===== config.mk =====
export PLATFORM = sky130hd
export DESIGN_NAME = mdu_iter_flat
export DESIGN_NICKNAME = d
export VERILOG_FILES = /design/src/rtl/cpu_pkg.sv /design/src/rtl/mdu_iter_if.sv /design/src/rtl/mdu_negate.sv /design/src/rtl/mdu_iter.sv /design/src/flat_wrapper.sv
export SDC_FILE = /design/constraint.sdc
export NUM_CORES = 1
export LEC_CHECK = 0
export CORE_MARGIN = 2
export CORE_UTILIZATION = 61
export DETAILED_ROUTE_END_ITERATION = 10
export PLACE_DENSITY = 0.85
export RECOVER_POWER = 50
export SYNTH_ARGS = -nofsm -noshare
export SYNTH_HDL_FRONTEND = slang
export SYNTH_SLANG_ARGS = --single-unit

===== constraint.sdc =====
create_clock -name clk -period 9.1 [get_ports clk]
set_input_delay 0.91 -clock clk [delete_from_list [all_inputs] [get_ports clk]]
set_output_delay 0.91 -clock clk [all_outputs]
set_load 0.01 [all_outputs]

===== src/rtl/cpu_pkg.sv =====
// Shared CPU definitions used by the M-extension unit: funct3 op codes,
// the MDU state encoding and the iteration count.
package cpu_pkg;

  localparam int XLEN     = 32;
  localparam int MDU_ITER = 32;

  localparam logic [2:0] MDU_MUL    = 3'b000;
  localparam logic [2:0] MDU_MULH   = 3'b001;
  localparam logic [2:0] MDU_MULHSU = 3'b010;
  localparam logic [2:0] MDU_MULHU  = 3'b011;
  localparam logic [2:0] MDU_DIV    = 3'b100;
  localparam logic [2:0] MDU_DIVU   = 3'b101;
  localparam logic [2:0] MDU_REM    = 3'b110;
  localparam logic [2:0] MDU_REMU   = 3'b111;

  typedef enum logic [1:0] {
    IDLE = 2'd0,
    RUN  = 2'd1,
    DONE = 2'd2
  } mdu_state_t;

endpackage


===== src/rtl/mdu_iter_if.sv =====
// EX-stage <-> multiply/divide unit handshake: the CPU (master) issues one
// op with start, the unit (slave) answers with busy/done/result.
interface mdu_iter_if;

  logic                      start;
  logic                      kill;
  logic [2:0]                funct3;
  logic [cpu_pkg::XLEN-1:0]  opA;
  logic [cpu_pkg::XLEN-1:0]  opB;
  logic                      busy;
  logic                      done;
  logic [cpu_pkg::XLEN-1:0]  result;

  modport master (
    output start, kill, funct3, opA, opB,
    input  busy, done, result
  );

  modport slave (
    input  start, kill, funct3, opA, opB,
    output busy, done, result
  );

endinterface


===== src/rtl/mdu_negate.sv =====
// Conditional two's-complement: passes i_val through, or returns -i_val
// when i_neg is set.
module mdu_negate #(
  parameter int W = 64
) (
  input  logic         i_neg,
  input  logic [W-1:0] i_val,
  output logic [W-1:0] o_val
);

  assign o_val = i_neg ? (~i_val + W'(1)) : i_val;

endmodule


===== src/rtl/mdu_iter.sv =====
// Iterative RV32M unit: 32-step shift-add multiply / restoring divide with
// divide-by-zero and signed-overflow fast paths. busy stalls EX while running.
module mdu_iter
  import cpu_pkg::*;
(
  input  logic         clk,
  input  logic         RST,
  mdu_iter_if.slave    bus
);

  mdu_state_t        r_state;
  logic [4:0]        r_cnt;
  logic [63:0]       r_acc;
  logic [XLEN-1:0]   r_b;
  logic [2:0]        r_f3;
  logic              r_sign;
  logic              r_busy;
  logic              r_done;
  logic [XLEN-1:0]   r_result;

  logic              w_accept;
  logic              w_sa_en, w_sb_en, w_sa, w_sb, w_sign;
  logic [XLEN-1:0]   w_mag_a, w_mag_b;
  logic              w_dz, w_ovf;
  logic [XLEN-1:0]   w_fast_res;
  logic              w_div;
  logic [32:0]       w_op1, w_op2;
  logic [33:0]       w_sum;
  logic [63:0]       w_next;
  logic [63:0]       w_fix_in, w_fix;
  logic [XLEN-1:0]   w_res;

  assign w_accept = (r_state == IDLE) && bus.start && !bus.kill;

  assign w_sa_en = (bus.funct3 == MDU_MULH) || (bus.funct3 == MDU_MULHSU) ||
                   (bus.funct3 == MDU_DIV)  || (bus.funct3 == MDU_REM);
  assign w_sb_en = (bus.funct3 == MDU_MULH) || (bus.funct3 == MDU_DIV) ||
                   (bus.funct3 == MDU_REM);
  assign w_sa    = w_sa_en && bus.opA[XLEN-1];
  assign w_sb    = w_sb_en && bus.opB[XLEN-1];
  // Remainder takes the dividend's sign; everything else the product/quotient sign.
  assign w_sign  = (bus.funct3 == MDU_REM) ? w_sa : (w_sa ^ w_sb);

  mdu_negate #(.W(XLEN)) u_neg_a (.i_neg(w_sa), .i_val(bus.opA), .o_val(w_mag_a));
  mdu_negate #(.W(XLEN)) u_neg_b (.i_neg(w_sb), .i_val(bus.opB), .o_val(w_mag_b));

  assign w_dz       = bus.funct3[2] && (bus.opB == '0);
  assign w_ovf      = bus.funct3[2] && !bus.funct3[0] &&
                      (bus.opA == 32'h8000_0000) && (bus.opB == 32'hFFFF_FFFF);
  assign w_fast_res = w_dz ? (bus.funct3[1] ? bus.opA : '1)
                           : (bus.funct3[1] ? '0 : 32'h8000_0000);

  // One adder serves both: add multiplicand (mul) or trial-subtract divisor (div).
  assign w_div = r_f3[2];
  assign w_op1 = w_div ? r_acc[63:31] : {1'b0, r_acc[63:32]};
  assign w_op2 = w_div ? ~{1'b0, r_b} : {1'b0, r_b};
  assign w_sum = {1'b0, w_op1} + {1'b0, w_op2} + 34'(w_div);

  always_comb begin
    w_next = r_acc;
    if (w_div) begin
      if (w_sum[33]) w_next = {w_sum[31:0], r_acc[30:0], 1'b1};
      else           w_next = {r_acc[62:0], 1'b0};
    end else begin
      if (r_acc[0])  w_next = {w_sum[32:0], r_acc[31:1]};
      else           w_next = {1'b0, r_acc[63:1]};
    end
  end

  // Divide results are placed in the high word so a single 64-bit negate fixes both kinds.
  assign w_fix_in = w_div ? {(r_f3[1] ? w_next[63:32] : w_next[31:0]), 32'b0} : w_next;

  mdu_negate #(.W(64)) u_neg_res (.i_neg(r_sign), .i_val(w_fix_in), .o_val(w_fix));

  assign w_res = (r_f3 == MDU_MUL) ? w_fix[31:0] : w_fix[63:32];

  always_ff @(posedge clk) begin
    if (w_accept) begin
      r_f3   <= bus.funct3;
      r_sign <= w_sign;
      r_b    <= w_mag_b;
    end
  end

  always_ff @(posedge clk or negedge RST) begin
    if (!RST) begin
      r_state  <= IDLE;
      r_busy   <= 1'b0;
      r_done   <= 1'b0;
      r_cnt    <= '0;
      r_acc    <= '0;
      r_result <= '0;
    end else begin
      case (r_state)
        IDLE: begin
          r_done <= 1'b0;
          if (w_accept) begin
            r_cnt <= '0;
            if (w_dz || w_ovf) begin
              r_result <= w_fast_res;
              r_done   <= 1'b1;
              r_state  <= DONE;
            end else begin
              r_acc   <= {32'b0, w_mag_a};
              r_busy  <= 1'b1;
              r_state <= RUN;
            end
          end
        end
        RUN: begin
          if (bus.kill) begin
            r_busy  <= 1'b0;
            r_state <= IDLE;
          end else begin
            r_acc <= w_next;
            r_cnt <= r_cnt + 5'd1;
            if (r_cnt == 5'(MDU_ITER - 1)) begin
              r_result <= w_res;
              r_busy   <= 1'b0;
              r_done   <= 1'b1;
              r_state  <= DONE;
            end
          end
        end
        DONE: begin
          r_done  <= 1'b0;
          r_state <= IDLE;
        end
        default: begin
          r_busy  <= 1'b0;
          r_done  <= 1'b0;
          r_state <= IDLE;
        end
      endcase
    end
  end

  assign bus.busy   = r_busy;
  assign bus.done   = r_done;
  assign bus.result = r_result;

endmodule


===== src/flat_wrapper.sv =====
// flat-port wrapper written by rule: the top's interface ports become plain ports
module mdu_iter_flat import cpu_pkg::*;
  (clk, RST, bus_start, bus_kill, bus_funct3, bus_opA, bus_opB, bus_busy, bus_done, bus_result);
  mdu_iter_if bus_i ();
  input  logic clk;
  input  logic RST;
  input wire logic [$bits(bus_i.start)-1:0] bus_start;
  input wire logic [$bits(bus_i.kill)-1:0] bus_kill;
  input wire logic [$bits(bus_i.funct3)-1:0] bus_funct3;
  input wire logic [$bits(bus_i.opA)-1:0] bus_opA;
  input wire logic [$bits(bus_i.opB)-1:0] bus_opB;
  output wire logic [$bits(bus_i.busy)-1:0] bus_busy;
  output wire logic [$bits(bus_i.done)-1:0] bus_done;
  output wire logic [$bits(bus_i.result)-1:0] bus_result;
  assign bus_i.start = bus_start;
  assign bus_i.kill = bus_kill;
  assign bus_i.funct3 = bus_funct3;
  assign bus_i.opA = bus_opA;
  assign bus_i.opB = bus_opB;
  assign bus_busy = bus_i.busy;
  assign bus_done = bus_i.done;
  assign bus_result = bus_i.result;
  mdu_iter u_core (.clk(clk), .RST(RST), .bus(bus_i));
endmodule

[Word level (Yosys, flattened, before mapping)]
Index checks and enable logic that the tools add are counted.
Storage, ports and cells
  bits in registers: 141
  input port bits: 71
  output and inout port bits: 34
  logic and storage cells: 104
Operators by class
  add/subtract/negate cells: 6
  equality and inequality tests: 15
  multiplexer cells: 42
  bitwise operators: 6
  reduce and logical (&&, ||, !) cells: 26
Operators with widths (number)
  64-bit 2-to-1 mux: 8
  32-bit 2-to-1 mux: 11
  64-bit one-hot mux with 2 select lines: 1
  33-bit 2-to-1 mux: 2
  32-bit by 1-bit adder with 32-bit output, second input constant: 2
  64-bit by 1-bit adder with 64-bit output, second input constant: 1
  32-bit == test, second input constant: 2
  32-bit NOT: 2
  64-bit NOT: 1
  32-bit one-hot mux with 2 select lines: 1
  33-bit by 33-bit adder with 34-bit output: 1
  34-bit by 1-bit adder with 34-bit output: 1
  32-bit NOT with 33-bit output: 1
  32-bit logical NOT: 1
  5-bit 2-to-1 mux: 2
  5-bit one-hot mux with 2 select lines: 1
  1-bit 2-to-1 mux: 9
  1-bit logical AND: 8
  2-bit 2-to-1 mux: 4
  4-bit AND reduction: 2
  3-bit == test, second input constant: 2
  1-bit logical OR: 6
  2-bit != test, second input constant: 3
  5-bit by 1-bit adder with 5-bit output, second input constant: 1
  19 further kinds: 22

[Depth between registers and ports, before layout]
Gate-level depths: netlist of run 1.
  depth in word-level cells: 15
  depth in mapped cells: 25
  mapped depth without buffers: 15

[By module]
Synthesis of run 1 repeated with hierarchy kept, for this count alone.
Second synthesis, totals
  cells, all modules: 1811
  area, all modules: 14407.6 µm²
Modules (own cells, without submodules)
  mdu_iter: instances 1, cells each 1407, area an instance 11204.5 µm², sequential area each 3708.6 µm²
  mdu_negate at u_core.u_neg_res: instances 1, cells each 206, area an instance 1649.1 µm², sequential area each 0.0 µm²
  mdu_negate at u_core.u_neg_a ...: instances 2, cells each 99, area an instance 777.0 µm², sequential area each 0.0 µm²

[Worst setup path before layout of run 1]
No wires, ideal clock.
  path type: register -> register
  from: register u_core.r_f3[2]
  to: register u_core.r_result[27], in the netlist u_core.bus.result[27]
  setup time: 76 ps
  arrival: 6299 ps
  required time: 9024 ps
  path slack: 2725 ps
  cell stages (with the launch flop): 23
  buffers on the path: 8
  clock period less this slack: 6375 ps
  cell sequence: edfxtp_1 -> clkbuf_1 -> clkbuf_1 -> clkbuf_1 -> buf_1 -> buf_1 -> clkbuf_1 -> clkbuf_1 -> xor2_1 -> ha_1 -> clkbuf_1 -> nand3_1 -> or4_4 -> a31oi_4 -> o21ai_2 -> nand2_2 -> mux2_1 -> a221o_1 -> nor4_4 -> nand2_1 -> o31a_1 -> a211o_1 -> o21ai_1
Between the ends
  longest elaborated chain between the ends: 14
  elaborated cells on any way between the ends: 17
  classes of those cells: 3 x add/sub; 12 x mux; 1 x bitwise; 1 x reduce/logical
RTL lines
  start: declaration: RTL line mdu_iter.sv:15  | logic [2:0] r_f3;
  start signal: assignment: RTL line mdu_iter.sv:79  | r_f3 <= bus.funct3;
  33-bit 2-to-1 mux, on equally long branches: RTL line mdu_iter.sv:55, mdu_iter.sv:56
  33-bit by 33-bit adder with 34-bit output: RTL line mdu_iter.sv:57  | assign w_sum = {1'b0, w_op1} + {1'b0, w_op2} + 34'(w_div);
  34-bit by 1-bit adder with 34-bit output: RTL line mdu_iter.sv:57
  64-bit 2-to-1 mux, on equally long branches: RTL line mdu_iter.sv:62, mdu_iter.sv:65
  64-bit 2-to-1 mux: RTL line mdu_iter.sv:61  | if (w_div) begin
  32-bit 2-to-1 mux: RTL line mdu_iter.sv:71  | assign w_fix_in = w_div ? {(r_f3[1] ? w_next[63:32] : w_next[31:0]), 32'b0} : w_next;
  64-bit 2-to-1 mux: RTL line mdu_iter.sv:71
  64-bit NOT: RTL line mdu_negate.sv:11  | assign o_val = i_neg ? (~i_val + W'(1)) : i_val;
  64-bit by 1-bit adder with 64-bit output: RTL line mdu_negate.sv:11
  64-bit 2-to-1 mux: RTL line mdu_negate.sv:11
  32-bit 2-to-1 mux (*): RTL line mdu_iter.sv:75  | assign w_res = (r_f3 == MDU_MUL) ? w_fix[31:0] : w_fix[63:32];
  32-bit 2-to-1 mux (*): RTL line mdu_iter.sv:117  | if (r_cnt == 5'(MDU_ITER - 1)) begin
  32-bit 2-to-1 mux (*): RTL line mdu_iter.sv:111  | if (bus.kill) begin
  32-bit one-hot mux with 2 select lines (*): RTL line mdu_iter.sv:94  | case (r_state)
  end signal: assignment: RTL line mdu_iter.sv:100  | r_result <= w_fast_res;
  end signal: assignment: RTL line mdu_iter.sv:118  | r_result <= w_res;
  end: declaration: RTL line mdu_iter.sv:19  | logic [XLEN-1:0] r_result;
Every way passes the cells marked *; elsewhere a longest branch is shown, timed or not. The select of a mux whose other input is x is not followed.
A chain may end at the register's enable or synchronous reset.

[Worst setup path after layout of run 1]
  from: register u_core.r_f3[2]
  to: register u_core.r_result[23], in the netlist u_core.bus.result[23]
Same word-level chain as after synthesis.

==> results of run 1 <==
==> synth_stat cells (all sizes together), types with 10 or more instances <==
master	count
and3	18
nor2b	22
o21ai	235
xnor2	75
o211ai	33
or2	11
a221oi	20
a21oi	121
and2	10
nor4	23
xor2	86
nor2	134
mux2	27
or3	14
clkbuf	101
nor3	39
edfxtp	36
o21a	11
nand4	28
a22oi	12
ha	37
a211o	10
nand2b	18
dfrtp	105
mux2i	40
o31ai	27
a211oi	26
inv	35
buf	34
nand3	41
a22o	19
a21o	13
or4	14
nand2	249
a31oi	25
==> final cells by class <==
type	count	area share, %
clock buffers	19	2.82
clock inverters	13	0.754
inverters	35	0.816
multi-input cells	1563	62.6
flip-flops and latches	141	23.0
well taps	319	2.48
repair buffers	128	7.53
==> path summary, 6_finish.rpt <==
kind / from / to
worst max-delay path: u_core.r_f3[2] / u_core.bus.result[23]
worst min-delay path: u_core.bus.result[15] / u_core.bus.result[15]
worst min register to register: u_core.bus.result[15] / u_core.bus.result[15]
max in group asynchronous: RST / u_core.r_acc[43]
worst max register to register: u_core.r_f3[2] / u_core.bus.result[23]
min in group asynchronous: RST / u_core.bus.result[5]
==> layer usage <==
layer	vias up	GRT usage (%)	routed length, um
li1	7004	-	-
met1	7276	52.8	19600
met2	952	62.6	22600
met3	220	7.80	5160
met4	0	17.8	2250
met5	-	0	0
==> through the flow <==
step           setup WS [ps]  power (mW)  hold WS [ps]  util (%)
6_report                2520        3.10           493      69.0
5_1_grt                 2190        3.26           533      69.0
4_1_cts                 2780        3.06           401      69.1
3_5_place_dp            2870        2.35           484      66.6
3_3_place_gp            3110        2.33           477      66.6
2_1_floorplan           2730        1.91           473         -
==> registers in the layout, indices dropped and copies added (netlist names) <==
register,count
u_core.r_acc,64
u_core.bus.result,32
u_core.r_b,32
u_core.r_cnt,5
u_core.r_f3,3
u_core.r_state,2
u_core.bus.busy,1
u_core.bus.done,1
u_core.r_sign,1
==> cell families (layout without fill, tap and decap cells) <==
family,Yosys count,after routing,synth area share (%)
flops,141,141,25.7
simple gates,650,650,22.2
fa+ha+maj,38,38,3.35
mux,67,67,4.88
xor+xnor,161,161,9.77
compound gates,647,647,29.4
buf+inv,170,195,4.70
==> worst min-delay path, delay by kind of cell, from the launching register on <==
kind	cells	cell delay (ps)
flops	1	340
simple gates	2	120
==> power by group <==
group	leakage (nW)	internal [mW]	total (mW)	switching, mW
clock	0.280	0.377	0.705	0.328
combinational	4.16	0.553	1.49	0.941
sequential	1.68	0.735	0.904	0.169
total	6.12	1.66	3.10	1.44
==> qor.yml, run 1 <==
outcome:
  status: "finished with violations"
  violations: "max-capacitance violations, max-slew violations"
cells_and_area:
  layout_commonest_cell: "nand2_1"
  fill_cells: 1940
  syn_to_final_growth_pct: 11.6
  design_area_sq_mm: 0.0161
  antenna_cells: 0
  most-common-layout-cells: "nand2_1 (248), o21ai_0 (221), nor2_1 (133)"
  fin_nets: 1995
  ff_latch_area_sq_mm: 0.00371
  final_layout_size_suffix_gt1_share_pct: 6.79
  multi_input_area_sq_mm: 0.0101
  stdcell_count: 2218
synthesis:
  synthTopCellsByArea: "dfrtp_1 (18%), o21ai_0 (7.7%), edfxtp_1 (7.5%)"
  postSynthCellCount: 1874
  ys.flop_type: "dfrtp_1"
  synth-edff-count: 36
  synth_area_sq_mm: 0.0144
  synth_seq_cells: 141
  ys_async_sr_fraction_pct: 74.5
  yosys.area.top_type: "dfrtp_1"
  avgSynthCellArea_sq_um: 7.70
  yosysSeqAreaShare_pct: 25.7
  yosysWarnings: 0
  synth_cell_types: 96
  yosysTopAreaCellShare_pct: 18.2
  synthesis.nets: 1983
placement:
  place_congestion: 1.01
  dp_cells: 2186
  io_buffers: 104
  dpl.hpwl_um: 36600
  post_dp_cell_area_sq_mm: 0.0155
critical_path:
  cp.arrival_ps: 6910
  path_buf_inv: 2
  rr_worst_depth: 16
  r2r_slack_ps: 2520
  critPathCaptureType: "register"
  startpoint_type: "register"
  crit_type: "register to register"
  path_delay_family: "compound AO/OA/AOI/OAI gates"
  crit_slowest_cell: "edfxtp_1"
  worstPathMaxFanout: 41
  critical-path-max-stage-delay_ps: 970
  crit_chain: "buf_4 -> mux2_2 -> ha_1 -> a21oi_2 -> o21ai_1 -> a221o_1 -> o21ai_2 -> nand2_2 -> buf_4 -> a311oi_1 -> nand4_1 -> nor3_1 -> nand4_1 -> o2111ai_1 -> nand3_1 -> a311o_1"
  critical_path_cell_count: 16
  required_ps: 9430
detailed_routing:
  viasPerCell: 6.97
  wirelength_um: 49600
  ant_nets: 0
  vias: 15500
  dr.first_iter.drc_count: 2104
  drc: 0
  wl_per_cell_um: 22.3
  dr.pass1.iters: 7
sta:
  post-route-min-period_ps: 6580
  max-slew-margin-rel_pct: -190
  finClkSkew_ps: 18.5
  timing.fmax_mhz: 152
  worst_pin_slew_ps: 4350
  period_share_pct: 72.3
  maxSlewViolCount: 145
  setup_viol_count_final: 0
  finalSetupTns_ps: 0
  rsz0062_at_grt: "no"
  hold_viol: 0
grt:
  grt_max_degree: 78
  grt_overflow: 0
  grt_antenna_before_repair: 0
  grt_use_total_pct: 39.7
  grt_pass1_wl_um: 77300
  grt_pass1_vias: 14300
power_and_ir_drop:
  power_density_mw_per_mm2: 193
  cellLeakagePower_nw: 6.12
  peakVddDrop_mv: 0.130
die:
  dieHeight_um: 158
  rows: 56
  die_w_um: 158
  core_area_sq_mm: 0.0233
  start_util_pct: 61.8
  ioPinCount: 105
  die_area_sq_mm: 0.0249
clock_network:
  hold_buffers: 0
  cts.sink_count: 141
  cts_buffer_depth: 2
  cts_setup_buffers: 0
  clock-root-buffer: "clkbuf_16"
  cts_made_buffers: 17
  htreeDepth: 4
  cts_resized: 0
  cts_tree: "built"
  clkLatencyLatePin_ps: 450
  clk_pin_slew_worst_paths_ps: 70
flow_run:
  max_cap_viol_count: 3
hold_path:
  hp-class: "register to register"
  min_path_cells: 2
No activity file was read; power rests on OpenSTA's default activity.
==> run 2, diff against run 1 <==
Settings changed: CORE_UTILIZATION 61 to 55, PLACE_DENSITY 0.85 to 0.81.
Clock period 9.1 ns to 6 ns, I/O delays scaled along.
==> qor.yml, run 2 (synthesis gave the netlist of run 1 again) <==
placement:
  place_congestion: 0.973  # was 1.01
  post-place-ws_ps: 270  # was 2870 ps
  dpl.hpwl_um: 38300  # was 36600 um
  io_buffers: 104  # unchanged
  dp_cells: 2222  # was 2186
power_and_ir_drop:
  switchingPower_mw: 2.25  # was 1.44 mW
  peakVddDrop_mv: 0.180  # was 0.130 mV
  p_comb_share_pct: 48.0  # was 48.2%
  clkPwrFrac_pct: 23.4  # was 22.7%
  internal-power_mw: 2.60  # was 1.66 mW
  cellLeakagePower_nw: 6.22  # was 6.12 nW
  power_density_mw_per_mm2: 296  # was 193 mW/mm^2
  netSwitchingFraction_pct: 46.4  # was 46.3%
  seq_power_share_pct: 28.6  # was 29.1%
  power_mw: 4.84  # was 3.10 mW
cells_and_area:
  ff_latch_area_sq_mm: 0.00371  # unchanged
  final_layout_size_suffix_gt1_share_pct: 8.03  # was 6.79%
  fill_cells: 2289  # was 1940
  fin_nets: 2015  # was 1995
  largest_reg_flops: 64  # unchanged
  layout_commonest_cell: "nand2_1"  # unchanged
  most-common-layout-cells: "nand2_1 (248), o21ai_0 (221), nor2_1 (133)"  # unchanged
  antenna_cells: 0  # unchanged
  final_core_util_pct: 63.1  # was 69.0%
  largest-register: "u_core.r_acc"  # unchanged
  syn_to_final_growth_pct: 13.4  # was 11.6%
  multi_input_area_sq_mm: 0.0101  # about the same
  stdcell_count: 2254  # was 2218
critical_path:
  critPathCaptureType: "register"  # unchanged
  worst_r2r_startpoint: "u_core.r_f3[2]"  # unchanged
  crit_type: "register to register"  # unchanged
  cp.arrival_ps: 5950  # was 6910 ps
  startpoint_type: "register"  # unchanged
  crit_start: "u_core.r_f3[2]"  # unchanged
  worstPathMaxFanout: 67  # was 41
  required_ps: 6310  # was 9430 ps
detailed_routing:
  drc: 0  # unchanged
  wirelength_um: 51500  # was 49600 um
  viasPerCell: 6.88  # was 6.97
  vias: 15500  # about the same
  ant_nets: 0  # unchanged
  dr.first_iter.drc_count: 2344  # was 2104
  dr.pass1.iters: 9  # was 7
  wl_per_cell_um: 22.9  # was 22.3 um
clock_network:
  cts_made_buffers: 17  # unchanged
  hold_buffers: 0  # unchanged
  cts_tree: "built"  # unchanged
  clk_pin_slew_worst_paths_ps: 70  # about the same
  cts_buffer_depth: 2  # unchanged
  clkLatencyLatePin_ps: 440  # was 450 ps
  cts.sink_count: 141  # unchanged
  clock-root-buffer: "clkbuf_16"  # unchanged
  htreeDepth: 4  # unchanged
grt:
  grt_pass1_vias: 14700  # was 14.3k
  grt_use_total_pct: 36.5  # was 39.7%
  grt_pass1_wl_um: 80800  # was 77300 um
  grt_antenna_before_repair: 0  # unchanged
  grt_overflow: 0  # unchanged
  grt_max_degree: 70  # was 78
sta:
  hold_viol: 0  # unchanged
  rsz0062_at_grt: "no"  # unchanged
  period_share_pct: 93.9  # was 72.3%
  timing.fmax_mhz: 178  # was 152 MHz
  setup_viol_count_final: 0  # unchanged
  finalSetupTns_ps: 0  # unchanged
  max-slew-margin-rel_pct: -173  # was -190%
  maxSlewViolCount: 111  # was 145
  finClkSkew_ps: 12.6  # was 18.5 ps
  worst_pin_slew_ps: 4090  # was 4350 ps
  setup_ws_ps: 368  # was 2520 ps
  post-route-min-period_ps: 5630  # was 6580 ps
die:
  core_area_sq_mm: 0.0259  # was 0.0233 sq mm
  rows: 59  # was 56
  dieHeight_um: 166  # was 158 um
  die_w_um: 166  # was 158 um
  die_area_sq_mm: 0.0275  # was 0.0249 sq mm
  start_util_pct: 55.7  # was 61.8%
  ioPinCount: 105  # unchanged
outcome:
  status: "finished with violations"  # unchanged
  violations: "max-capacitance violations, max-slew violations"  # unchanged
hold_path:
  hp-class: "register to register"  # unchanged
  hp-start: "u_core.bus.busy"  # was u_core.bus.result[15]
flow_run:
  max_cap_viol_count: 2  # was 3
==> run 2: repair_timing <==
item,CTS,global route
endpoints found under the hold margin,0,0
gates resized for setup,0,4
setup endpoints to repair,0,9
setup buffers,0,0
==> run 2: through the flow <==
step	cell area, sq um	hold WS [ps]
2_1_floorplan	14400	304
3_3_place_gp	15700	465
3_5_place_dp	15700	469
4_1_cts	16400	340
5_1_grt	16400	523
6_report	16400	488
==> run 2: metal layers <==
metal | GRT usage (%) | part of all wire, %
met1 | 48.7 | 40
met2 | 57.2 | 45
met3 | 7.29 | 9.6
met4 | 16.7 | 4.7
met5 | 0 | 0
==> run 2: final timing paths <==
path / endpoint / slack, ps / cells past startpoint
worst max-delay path: u_core.bus.result[24] / 370 / 15
worst min-delay path: u_core.bus.busy / 490 / 2
worst max register to register: u_core.bus.result[24] / 370 / 15
worst min register to register: u_core.bus.busy / 490 / 2
max in group asynchronous: u_core.r_cnt[1] / 1770 / 2
min in group asynchronous: u_core.bus.result[3] / 1580 / 1
==> run 2: critical path, cell delays in order, from the launching register on <==
cell and delay, ps:
edfxtp_1 440, buf_12 370, mux2_2 390, ha_1 370, a21o_1 240, o21bai_1 200, a22oi_1 340, and3_1 490
a21oi_1 240, a221oi_1 660, nand4_1 360, nor4_4 370, nand4_2 270, o41ai_2 310, xor2_1 320, o211ai_1 120
==> run 2: power groups by stage <==
| stage | clock network, mW | logic [mW] | registers (mW) |
|---|---|---|---|
| detailed placement | 0 | 2.25 | 1.38 |
| floorplan | 0 | 1.66 | 1.25 |
| global route | 1.18 | 2.52 | 1.39 |
| CTS | 1.14 | 2.27 | 1.36 |
| finish | 1.13 | 2.33 | 1.38 |
| global placement | 0 | 2.23 | 1.38 |
==> run 2: cell type report <==
class | instances | area share, %
inverter | 35 | 0.803
timing repair buffer | 148 | 8.51
multi-input combinational | 1563 | 61.7
clock inverter | 15 | 1.17
tap | 335 | 2.56
sequential | 141 | 22.7
clock buffer | 17 | 2.60
